File: src/rtl/sifh_pkg.sv
// Shared SiFH definitions: parameter defaults matching parametersSiFH.vh,
// the sequencer state type and an index-width helper.
package sifh_pkg;

    localparam int SIFH_NP        = 10;
    localparam int SIFH_PIXEL_NUM = 3;
    localparam int SIFH_ACQ_NUM   = 2;

    typedef enum logic [2:0] {
        S_IDLE,
        S_WAIT_ACQ,
        S_STREAM,
        S_GAP,
        S_DONE
    } seq_state_e;

    // Width of an index over n items; never narrower than one bit.
    function automatic int idx_w(input int n);
        return (n > 1) ? $clog2(n) : 1;
    endfunction

endpackage

File: src/rtl/acq_fifo2.sv
// Two-entry acquisition buffer; head is the oldest entry, flush empties it.
module acq_fifo2 #(
    parameter int W = 30
) (
    input  logic         clk,
    input  logic         rst,
    input  logic         flush,
    input  logic         push,
    input  logic         pop,
    input  logic [W-1:0] din,
    output logic [W-1:0] head,
    output logic [1:0]   count
);

    logic [W-1:0] e0_q, e0_d;
    logic [W-1:0] e1_q, e1_d;
    logic [1:0]   cnt_q, cnt_d;

    always_comb begin
        e0_d  = e0_q;
        e1_d  = e1_q;
        cnt_d = cnt_q;
        if (flush) begin
            cnt_d = '0;
        end else begin
            unique case ({push, pop})
                2'b10: begin
                    if (cnt_q == 2'd0) e0_d = din;
                    else               e1_d = din;
                    cnt_d = cnt_q + 2'd1;
                end
                2'b01: begin
                    e0_d  = e1_q;
                    cnt_d = cnt_q - 2'd1;
                end
                2'b11: begin
                    // Simultaneous push/pop: the new word lands behind whatever survives the pop.
                    if (cnt_q == 2'd1) begin
                        e0_d = din;
                    end else begin
                        e0_d = e1_q;
                        e1_d = din;
                    end
                end
                default: ;
            endcase
        end
    end

    always_ff @(posedge clk or posedge rst) begin
        if (rst) begin
            e0_q  <= '0;
            e1_q  <= '0;
            cnt_q <= '0;
        end else begin
            e0_q  <= e0_d;
            e1_q  <= e1_d;
            cnt_q <= cnt_d;
        end
    end

    assign head  = e0_q;
    assign count = cnt_q;

endmodule

File: src/rtl/roughdata_sequencer.sv
// Serialises buffered per-pixel rough timestamps toward the histogram builder,
// one frame of ACQ_NUM acquisitions per start, with GAP_CYCLES idle between acquisitions.
module roughdata_sequencer
    import sifh_pkg::*;
#(
    parameter int NP         = SIFH_NP,
    parameter int PIXEL_NUM  = SIFH_PIXEL_NUM,
    parameter int ACQ_NUM    = SIFH_ACQ_NUM,
    parameter int GAP_CYCLES = 4
) (
    input  logic                        clk,
    input  logic                        res,
    input  logic                        start,
    input  logic                        abort,
    input  logic                        acq_valid,
    input  logic [PIXEL_NUM*NP-1:0]     acq_data,
    output logic                        acq_ready,
    output logic                        wrEn,
    output logic [NP-1:0]               data,
    output logic [idx_w(PIXEL_NUM)-1:0] pix_idx,
    output logic [idx_w(ACQ_NUM)-1:0]   acq_idx,
    output logic                        busy,
    output logic                        frame_done
);

    localparam int PW = idx_w(PIXEL_NUM);
    localparam int AW = idx_w(ACQ_NUM);
    localparam int CW = idx_w(ACQ_NUM + 1);
    localparam int GW = idx_w(GAP_CYCLES);

    seq_state_e    state_q, state_d;
    logic          wr_en_q, wr_en_d;
    logic [NP-1:0] data_q, data_d;
    logic [PW-1:0] pix_idx_q, pix_idx_d;
    logic [AW-1:0] acq_idx_q, acq_idx_d;
    logic [CW-1:0] acc_cnt_q, acc_cnt_d;
    logic [GW-1:0] gap_cnt_q, gap_cnt_d;
    logic          frame_done_q, frame_done_d;

    logic                    push, pop, flush;
    logic [1:0]              fifo_count;
    logic [PIXEL_NUM*NP-1:0] head;
    logic [NP-1:0]           head_pix [PIXEL_NUM];
    logic                    emit;
    logic [PW-1:0]           emit_pix;
    logic                    last_pix, last_acq, buf_nonempty;

    acq_fifo2 #(.W(PIXEL_NUM*NP)) u_fifo (
        .clk   (clk),
        .rst   (res),
        .flush (flush),
        .push  (push),
        .pop   (pop),
        .din   (acq_data),
        .head  (head),
        .count (fifo_count)
    );

    always_comb begin
        for (int unsigned p = 0; p < PIXEL_NUM; p++) head_pix[p] = head[p*NP +: NP];
    end

    assign busy         = (state_q != S_IDLE);
    assign acq_ready    = busy && (state_q != S_DONE) && (fifo_count < 2'd2)
                          && (acc_cnt_q < CW'(ACQ_NUM));
    assign push         = acq_valid && acq_ready;
    assign buf_nonempty = (fifo_count != 2'd0);
    assign last_pix     = (pix_idx_q == PW'(PIXEL_NUM - 1));
    assign last_acq     = (acq_idx_q == AW'(ACQ_NUM - 1));

    // The entry is popped as its last pixel is registered, so by the time that
    // pixel is on the outputs the head already holds the next acquisition.
    always_comb begin
        state_d      = state_q;
        wr_en_d      = 1'b0;
        data_d       = '0;
        pix_idx_d    = '0;
        acq_idx_d    = acq_idx_q;
        acc_cnt_d    = acc_cnt_q;
        gap_cnt_d    = gap_cnt_q;
        frame_done_d = 1'b0;
        emit         = 1'b0;
        emit_pix     = '0;
        pop          = 1'b0;
        flush        = 1'b0;

        if (push) acc_cnt_d = acc_cnt_q + 1'b1;

        unique case (state_q)
            S_IDLE: begin
                if (start) begin
                    state_d   = S_WAIT_ACQ;
                    acq_idx_d = '0;
                    acc_cnt_d = '0;
                end
            end
            S_WAIT_ACQ: begin
                if (buf_nonempty) begin
                    state_d = S_STREAM;
                    emit    = 1'b1;
                end
            end
            S_STREAM: begin
                if (!last_pix) begin
                    emit     = 1'b1;
                    emit_pix = pix_idx_q + 1'b1;
                end else begin
                    acq_idx_d = acq_idx_q + 1'b1;
                    if (last_acq) begin
                        state_d      = S_DONE;
                        frame_done_d = 1'b1;
                    end else if (GAP_CYCLES > 0) begin
                        state_d   = S_GAP;
                        gap_cnt_d = '0;
                    end else if (buf_nonempty) begin
                        emit = 1'b1;
                    end else begin
                        state_d = S_WAIT_ACQ;
                    end
                end
            end
            S_GAP: begin
                if (gap_cnt_q == GW'(GAP_CYCLES - 1)) begin
                    if (buf_nonempty) begin
                        state_d = S_STREAM;
                        emit    = 1'b1;
                    end else begin
                        state_d = S_WAIT_ACQ;
                    end
                end else begin
                    gap_cnt_d = gap_cnt_q + 1'b1;
                end
            end
            S_DONE:  state_d = S_IDLE;
            default: state_d = S_IDLE;
        endcase

        if (emit) begin
            wr_en_d   = 1'b1;
            pix_idx_d = emit_pix;
            data_d    = head_pix[emit_pix];
            pop       = (emit_pix == PW'(PIXEL_NUM - 1));
        end

        if (abort) begin
            state_d      = S_IDLE;
            flush        = 1'b1;
            pop          = 1'b0;
            wr_en_d      = 1'b0;
            data_d       = '0;
            pix_idx_d    = '0;
            acq_idx_d    = '0;
            acc_cnt_d    = '0;
            frame_done_d = 1'b0;
        end
    end

    always_ff @(posedge clk or posedge res) begin
        if (res) begin
            state_q      <= S_IDLE;
            wr_en_q      <= 1'b0;
            data_q       <= '0;
            pix_idx_q    <= '0;
            acq_idx_q    <= '0;
            acc_cnt_q    <= '0;
            gap_cnt_q    <= '0;
            frame_done_q <= 1'b0;
        end else begin
            state_q      <= state_d;
            wr_en_q      <= wr_en_d;
            data_q       <= data_d;
            pix_idx_q    <= pix_idx_d;
            acq_idx_q    <= acq_idx_d;
            acc_cnt_q    <= acc_cnt_d;
            gap_cnt_q    <= gap_cnt_d;
            frame_done_q <= frame_done_d;
        end
    end

    assign wrEn       = wr_en_q;
    assign data       = data_q;
    assign pix_idx    = pix_idx_q;
    assign acq_idx    = acq_idx_q;
    assign frame_done = frame_done_q;

endmodule

File: config.mk
export PLATFORM = sky130hd
export DESIGN_NAME = roughdata_sequencer
export DESIGN_NICKNAME = d
export VERILOG_FILES = /design/src/rtl/sifh_pkg.sv /design/src/rtl/acq_fifo2.sv /design/src/rtl/roughdata_sequencer.sv
export SDC_FILE = /design/constraint.sdc
export NUM_CORES = 1
export LEC_CHECK = 0
export ABC_CLOCK_PERIOD_IN_PS = 8000
export CAP_MARGIN = 30
export CORE_UTILIZATION = 40
export DETAILED_ROUTE_END_ITERATION = 16
export SYNTH_ARGS = -nofsm -noshare
export SYNTH_HDL_FRONTEND = slang
export SYNTH_SLANG_ARGS = --single-unit
File: constraint.sdc
create_clock -name clk -period 8 [get_ports clk]
set_clock_uncertainty 0.1 [all_clocks]
set_input_delay 1.2 -clock clk [delete_from_list [all_inputs] [get_ports clk]]
set_output_delay 1.2 -clock clk [all_outputs]
set_load 0.1 [all_outputs]
; ---- Word-level counts from Yosys, hierarchy flattened
; Index checks and enable logic that the tools add are counted.
[word_totals]
ff_bits = 84
latchBits = 0
mem_bits_rw = 0
mem_bits_ro = 0
mem_count = 0
[classes]
addsub = 6
multipliers = 0
div_mod_pow = 0
order_cmp = 3
eq_ne = 21
shift = 0
n_mux = 50
bitwise_logic = 2
reduce_logical = 18
[ops]
columns = cell, n
row1 = $mux 30, 4
row2 = $pmux 30 s3, 1
row3 = $pmux 30 s2, 1
row4 = $mux 10, 4
row5 = $mux 2, 13
row6 = $bmux 10 s2, 1
row7 = $mux 3, 6
row8 = $mux 1, 15
row9 = $ne 3x3->1 const B, 5
row10 = $pmux 3 s4, 1
row11 = $reduce_and 4->1, 3
row12 = $reduce_bool 3->1, 4
row13 = $eq 2x2->1 const B, 5
row14 = $ne 2x2->1 const B, 5
row15 = $add 2x1->2 const B, 4
row16 = $pmux 2 s2, 2
row17 = $eq 3x2->1 const B, 2
row18 = $reduce_and 3->1, 2
row19 = $reduce_bool 2->1, 3
row20 = $eq 2x1->1 const B, 2
row21 = $logic_and 1x1->1, 4
row22 = $lt 2x2->1 const B, 2
row23 = $eq 3x1->1 const B, 1
row24 = $ge 3x3->1 const B, 1
row25 = other kinds (9), 9

; ---- Longest topological paths before layout
[logic_depth]
depth_word = 9
mapped_depth = 7
ltp_nobuf = 6

; ---- Hierarchy
; Synthesis repeated with hierarchy kept, for this count alone.
[unflattened]
cells_unflattened = 293
area_unflattened_um2 = 4271.6
[modules_own_cells]
columns = mod, instances, cells_each, area_each_um2, seq_area_each_um2
row1 = acq_fifo2, 1, 180, 3004.1, 1551.5
row2 = roughdata_sequencer, 1, 113, 1267.5, 550.5

; ---- Worst setup path after synthesis
; Ideal clock, no wire load.
[synth_path]
path_type = flip-flop to output port
startpoint = register state_q[0]
endpoint = output port acq_ready
arrival_time_ps = 1978
required_time_ps = 6700
setup_slack_ps = 4722
path_stages_with_launch = 4
path_buffers = 1
path_cell_list = dfrtp_1 -> clkbuf_1 -> nor2_1 -> nor2_1
[synth_between]
elab_chain_cells = 4
elab_cells_between_ends = 5
cone_classes = eq/ne: 1 / reduce/logical: 4
[synth_rtl]
columns = item, line_no
row1 = from (decl), roughdata_sequencer.sv:31  ; seq_state_e state_q, state_d;
row2 = from (signal assigned), roughdata_sequencer.sv:169  ; state_q <= state_d;
row3 = $ne 3x3->1 / $reduce_bool 3->1 (equally long branches), "roughdata_sequencer.sv:64, roughdata_sequencer.sv:63"
row4 = $logic_and 1x1->1 (*) (2 in a row), roughdata_sequencer.sv:64  ; assign acq_ready = busy && (state_q != S_DONE) && (fifo_count < 2'd2)
row5 = $logic_and 1x1->1 (*), roughdata_sequencer.sv:65  ; && (acc_cnt_q < CW'(ACQ_NUM));
row6 = to (decl), roughdata_sequencer.sv:17  ; output logic acq_ready,
; Every way passes the cells marked *; elsewhere a longest branch is shown, timed or not.

; ---- Worst setup path after layout
[layout_path]
startpoint = input port acq_valid
endpoint = register u_fifo.e1_q[22]
[layout_between]
elab_chain_cells = 4
elab_cells_between_ends = 8
cone_classes = eq/ne: 4 / mux: 1 / reduce/logical: 3
[layout_rtl]
columns = item, line_no
row1 = from (decl), roughdata_sequencer.sv:15  ; input logic acq_valid,
row2 = $logic_and 1x1->1 (*), roughdata_sequencer.sv:66  ; assign push = acq_valid && acq_ready;
row3 = $eq 2x2->1, acq_fifo2.sv:26  ; unique case ({push, pop})
row4 = $ne 2x2->1 (no line) / $reduce_bool 2->1 (equally long branches), n/a
row5 = $reduce_and 4->1 (no line), n/a
row6 = to (signal assigned), acq_fifo2.sv:53  ; e1_q <= '0;
row7 = to (signal assigned), acq_fifo2.sv:57  ; e1_q <= e1_d;
row8 = to (decl), acq_fifo2.sv:16  ; logic [W-1:0] e1_q, e1_d;
; Marks and branches as above.
; A chain may end at the register's enable or synchronous reset.

==> flow_summary.toml <==
[outcome]
status = "complete, no violations"

[power]
clock_power_share = 0.270
p_leak_nw = 2.36
p_int_mw = 1.10
combPwrFrac = 0.299
ir_worst_vdd_mv = 0.157
p_per_area_mw_per_mm2 = 298
power.switching_mw = 0.543
seqPwrFrac = 0.431
p_sw_frac = 0.331

[clock_tree]
cts.path.max_buffers = 2
cts_resized = 0
clk_pin_slew_worst_paths_ns = 0.06
clk_latency_ns = 0.34
htree_levels = 3
post-cts-setup-buffer-count = 0
cts_tree = "built"
cts_root_buf = "clkbuf_16"
cts_made_buffers = 9
cts.sinks = 84
postCtsHoldBufs = 0

[synth]
ys_seq_area_frac = 0.461
async_flop_share = 1.00
syn_nets = 502
netlist_area_mm2 = 0.00456
syn_inst = 464
yosysTopAreaCellShare = 0.461
ys_seq_elements = 84
synth-main-ff-cell = "dfrtp_1"
yosysUniqueCellTypes = 42
ys_top_cells_by_area = "dfrtp_1, mux2_4, nand3_1"
ys_warn_count = 0
synth_edf_count = 0
syn_area_per_cell_um2 = 9.82
yosys.area.top_type = "dfrtp_1"

[cells_and_area]
area_growth_pct = 20.8
layout_commonest_cell = "dfrtp_1"
drive_gt1_frac = 0.135
final_cell_mix = "dfrtp_1, nand3_1, clkdlybuf4s50_1"
final_core_util = 0.501
fin_cells = 637
fin_nets = 532
n_fill_cell = 1033
antenna_cells = 0

[setup_path]
crit_chain = "clkdlybuf4s50_1 -> nand3_1 -> a2111o_2 -> buf_12 -> mux2_4"
r2r_cells = 5
crit_family = "buffers and inverters"
start_kind = "input port"
cpMaxStageDelayCell = "clkdlybuf4s50_1"
crit_required_ns = 8.12
crit_path_end_kind = "flip-flop"
cp.arrival_ns = 4.62
worst-path-stages = 5
endpoint = "u_fifo.e1_q[22]$_DFFE_PP0P_"
crit_start = "acq_valid"
crit_fanout = 25
reg2reg_slack_ns = 3.96
crit_type = "input port to flip-flop"
r2r-end = "u_fifo.e1_q[22]$_DFFE_PP0P_"
slowest_delay_ns = 0.98
r2r-start = "pix_idx[0]$_DFF_PP0_"
critPathBufInv = 2

[route]
dr.pass1.iters = 5
num_vias = 3770
antenna_left = 0
wl_per_cell_um = 18.8
via_per_inst = 5.92
drt-initial-drc-count = 249
drt_wl_total_um = 12000
drcViolationCount = 0

[die]
die-height_um = 109
rows = 38
initial_core_util = 0.415
core_mm2 = 0.0110
io_pins = 52
fp.dieW_um = 109
dieArea_mm2 = 0.0118

[sta]
hold_viol_final = 0
finalCritPeriodShare = 0.562
slew_violations = 0
max_freq_mhz = 222
finalSetupViolCount = 0
period_needed_ns = 4.50
worst_pin_slew_ns = 1.01
rsz0062_at_grt = "no"
hold_slack_ns = 0.416
setup-tns-final_ns = 0
max_slew_margin = 0.325

[global_routing]
grt_max_degree = 56
grt_pass1_vias = 3861
gr-total-overflow = 0
grt_pass1_wl_um = 20100
antenna_found_initial = 0
grtUsageTotal = 0.223

[place]
dp.cells = 622
io_buffers = 51
globalplace.congestion = 0.754
dp_hpwl_um = 7580

[worst_hold_path]
min_from = "u_fifo.e1_q[27]$_DFFE_PP0P_"
hold_class = "flip-flop to flip-flop"

[run]
maxCapViolations = 0
==> power groups by stage <==
stage	logic [mW]	registers [mW]	clock network, mW
after floorplan	0.342	0.712	0
after global placement	0.476	0.713	0
after detailed placement	0.492	0.711	0
after CTS	0.492	0.707	0.457
after global routing	0.539	0.725	0.470
final	0.491	0.708	0.443
==> worst register-to-register path, delay by kind of cell (launching register included) <==
kind / cells / cell delay, ns
buffers and inverters: 1 / 0.26
flip-flops: 1 / 0.81
AO/OA/AOI/OAI: 1 / 0.84
multiplexers: 1 / 0.31
AND/OR/NAND/NOR: 2 / 1.60
==> flip-flops by register name (all words and copies together) (netlist names) <==
register,cells
acc_cnt_q,2
acq_idx,1
data,10
frame_done,1
gap_cnt_q,2
pix_idx,2
state_q,3
u_fifo.count,2
u_fifo.e1_q,30
u_fifo.head,30
wrEn,1
==> synth_stat cells (4+ instances only) <==
cell and n:
nor2_1 20, nor3_1 36, nand3_1 70, mux2_4 30, mux2i_1 10, a211oi_1 12, a31oi_1 10, dfrtp_1 84
a21o_1 19, and3_1 20, or2_2 5, nor4_1 4, clkbuf_1 33, inv_1 7, a21oi_1 5, o21ai_0 16
a41oi_1 20, nand2_1 27
==> metal layers <==
metal,up-vias,global-route usage,share of wire
met5,-,0,0
met4,0,0.0985,0.026
met3,22,0.0430,0.047
met2,117,0.344,0.46
met1,1877,0.305,0.46
li1,1754,-,-
==> through the flow <==
| step | worst slack, ns | power, mW | area [um^2] |
|---|---|---|---|
| after floorplan | 4.53 | 1.05 | 4560 |
| after global placement | 3.18 | 1.19 | 5120 |
| after detailed placement | 3.04 | 1.20 | 5170 |
| after CTS | 3.39 | 1.66 | 5490 |
| after global routing | 3.30 | 1.73 | 5510 |
| final | 3.50 | 1.64 | 5510 |
==> how the worst min path moves through the flow <==
stage | end | cells after the start | slack (ns)
final | u_fifo.e1_q[27]$_DFFE_PP0P_ | 1 | 0.42
after global routing | u_fifo.e1_q[22]$_DFFE_PP0P_ | 1 | 0.43
after CTS | u_fifo.e1_q[26]$_DFFE_PP0P_ | 1 | 0.41
after detailed placement | u_fifo.e1_q[23]$_DFFE_PP0P_ | 1 | 0.40
after global placement | u_fifo.e1_q[28]$_DFFE_PP0P_ | 1 | 0.40
after floorplan | u_fifo.e1_q[20]$_DFFE_PP0P_ | 1 | 0.38
==> layout make-up <==
cell class / count / area (um^2) / area share
multi-input combinational: 329 / 2250 / 0.408
sequential: 84 / 2100 / 0.382
timing repair buffer: 62 / 638 / 0.116
clock buffer: 10 / 239 / 0.0434
tap: 140 / 175 / 0.0318
clock inverter: 4 / 73.8 / 0.0134
inverter: 8 / 31.3 / 0.00568
==> cells by family (layout without fill, tap and decap cells) <==
| family | count (synthesis) | in the layout | share of synthesized area |
|---|---|---|---|
| and+or+nand+nor | 198 | 198 | 0.221 |
| AOI/OAI and AO/OA | 86 | 86 | 0.134 |
| DFF | 84 | 84 | 0.461 |
| buffers and inverters | 51 | 84 | 0.0480 |
| muxes | 40 | 40 | 0.121 |
| adders and majority gates | 3 | 3 | 0.00824 |
| xor gates and xnor gates | 2 | 2 | 0.00686 |
Note: power is estimated with default switching activity, not from simulation.
==> RTL change 1 (config.mk and constraints unchanged) <==
`SIFH_PIXEL_NUM`: 3 -> 5.
--- a/src/rtl/sifh_pkg.sv
+++ b/src/rtl/sifh_pkg.sv
@@ -3,7 +3,7 @@
 package sifh_pkg;
 
     localparam int SIFH_NP        = 10;
-    localparam int SIFH_PIXEL_NUM = 3;
+    localparam int SIFH_PIXEL_NUM = 5;
     localparam int SIFH_ACQ_NUM   = 2;
 
     typedef enum logic [2:0] {
Interface: changed (resized acq_data and pix_idx); port bits go from 52 to 73. The function was not compared with the original's and may differ.
==> RTL change 1 against the unedited design <==
Routed wire length is 15% higher; register-to-register slack worse by 0.13 ns; total power is 41% higher; setup slack better by 0.074 ns; cell area is 37% higher; count of clock-buffer cells in the layout is 14 higher; largest power group unchanged; core utilization is 1.4 points higher; sequential cell count is 41 higher; highest routed layer unchanged; die area is 32% higher; synthesized cell count is 1.7% lower; sequential share of layout area is 3.4 points higher; combinational power is 0.8% higher; synthesized area is 32% higher.
==> RTL change 1: results (changes against the unedited design) <==
Run status
  – Status: complete, no violations (unchanged)

Critical path
  – Top delay family on crit path: buffers and inverters (unchanged)
  – FF-to-FF setup slack: 3.83 ns (was 3.96 ns)
  – Worst R2R Path Depth: 8 (was 5)
  – R2R Path End: u_fifo.e1_q[5] (was u_fifo.e1_q[22])
  – Worst setup path start: abort (was acq_valid)
  – CP peak stage delay: 0.69 ns (was 0.98 ns)
  – Critical path arrival: 4.63 ns (was 4.62 ns)
  – Worst-path maximum fanout: 43 (was 25)
  – Critical path's slowest cell: a211oi_4 (was clkdlybuf4s50_1)

Final layout
  – Inverter count: 12 (was 8)
  – Multi-input gate count: 282 (was 329)
  – Clock buffers: 24 (was 10)
  – Clock-cell share: 8.94% (was 5.68%)
  – Non-clk bufs: 80 (was 62)
  – Buffer share of cell area: 11.1% (was 11.6%)
  – Sequential portion of the cell area: 41.6% (was 38.2%)
  – Area-dominant class: registers (was multi-input gates)
  – Fill cell count: 1226 (was 1033)
  – Fin nets: 578 (was 532)
  – Share of layout cells above drive strength 1: 28.9% (was 13.5%)
  – Fraction of area in multi-input gates: 34.6% (was 40.8%)

Timing
  – Slew margin rel.: 33.9% (was 32.5%)

Route
  – Via density: 5.58 (was 5.92)
  – Routed met3 length: 464 um (was 568 um)
  – Drt wl/cell: 19.4 um (was 18.8 um)
  – Drt initial violations: 254 (was 249)
  – WL met1: 6930 um (was 5550 um)
  – DRT Pass-1 Iters: 4 (was 5)
  – Detail Route met2 WL: 6140 um (was 5560 um)

Synthesis
  – Cells taking the most area after synthesis: dfrtp_1 52%, mux2_4 13%, o221a_2 8.8% (was dfrtp_1 46%, mux2_4 9.9%, nand3_1 7.7%)
  – Unique cell type count in the Yosys netlist: 49 (was 42)
  – Register area share after synthesis: 51.9% (was 46.1%)
  – Net count after synthesis: 516 (was 502)
  – Yosys reg bits: 125 (was 84)
  – Synth top cells by count: 125 x dfrtp_1, 51 x mux2_4, 50 x or3_1 (was 84 x dfrtp_1, 70 x nand3_1, 36 x nor3_1)

Place
  – IO Port Bufs: 72 (was 51)
  – Placer Congestion: 0.792 (was 0.754)
  – DP HPWL: 8790 um (was 7580 um)

Global route
  – Global-route wire length before repair: 22700 um (was 20100 um)
  – Total track usage: 18.9% (was 22.3%)
  – Met3 Usage GRT: 4.17% (was 4.30%)
  – Vias in the first global route: 4136 (was 3861)
  – Met2 usage: 27.2% (was 34.4%)
  – Routing usage on met1: 27.2% (was 30.5%)

CTS
  – H-tree Lvls: 4 (was 3)
  – Total CTS buffers: 17 (was 9)
  – Worst-skew pair later-pin latency: 0.42 ns (was 0.34 ns)

Pwr
  – Leakage: 3.21 nW (was 2.36 nW)
  – Sequential share of power: 40.7% (was 43.1%)
  – Clock-net power: 0.000885 W (was 0.000443 W)
  – Psw: 0.000566 W (was 0.000543 W)
  – VDD IR-drop max: 0.161 mV (was 0.157 mV)

Floorplan
  – Row cnt: 44 (was 38)

Worst hold path
  – Hold_sp: u_fifo.head[47] (was u_fifo.e1_q[27])
  – WHS Path Cells: 2 (was 1)
## RTL change 1: changes by cell type after synthesis, moves of 19 or more
| cell | before | now |
|---|---|---|
| or3_1 | 1 | 50 |
| nand3_1 | 70 | 11 |
| and3_1 | 20 | 1 |
| mux2_4 | 30 | 51 |
| dfrtp_1 | 84 | 125 |
| nor3_1 | 36 | 4 |
| a41oi_1 | 20 | 0 |
| o221a_2 | 0 | 47 |
## RTL change 1: stage by stage
stage | total power (W) | hold slack (ns) | setup WS (ns) | cell area [sq um] | std cells
2_1_floorplan | 0.00131 | 0.342 | 3.37 | 6030 | 456
3_3_place_gp | 0.00142 | 0.370 | 3.00 | 6760 | 679
3_5_place_dp | 0.00144 | 0.396 | 2.95 | 6810 | 681
4_1_cts | 0.00234 | 0.406 | 3.39 | 7480 | 711
5_1_grt | 0.00243 | 0.426 | 3.35 | 7520 | 713
6_report | 0.00232 | 0.401 | 3.57 | 7520 | 713
## RTL change 1: kinds of logic (layout without fill, tap and decap cells)
group / Yosys count / count (layout) / share of synthesized area [%]
AO/OA/AOI/OAI: 84 / 84 / 13.5
XOR/XNOR: 1 / 1 / 0.145
adder cells (fa/ha/maj): 5 / 5 / 1.04
buffers and inverters: 49 / 122 / 5.21
flip-flops: 125 / 125 / 51.9
multiplexers: 71 / 71 / 16.3
AND/OR/NAND/NOR: 121 / 121 / 11.9
## RTL change 1: how the worst max path moves through the flow
stage                 endpoint  slack [ns]  cells after the start
4_1_cts        u_fifo.e1_q[15]        3.39                      6
3_5_place_dp   u_fifo.e1_q[16]        2.95                      6
6_report        u_fifo.e1_q[5]        3.57                      7
3_3_place_gp   u_fifo.e1_q[16]        3.00                      6
2_1_floorplan     acc_cnt_q[0]        3.37                      1
5_1_grt        u_fifo.head[36]        3.35                      7
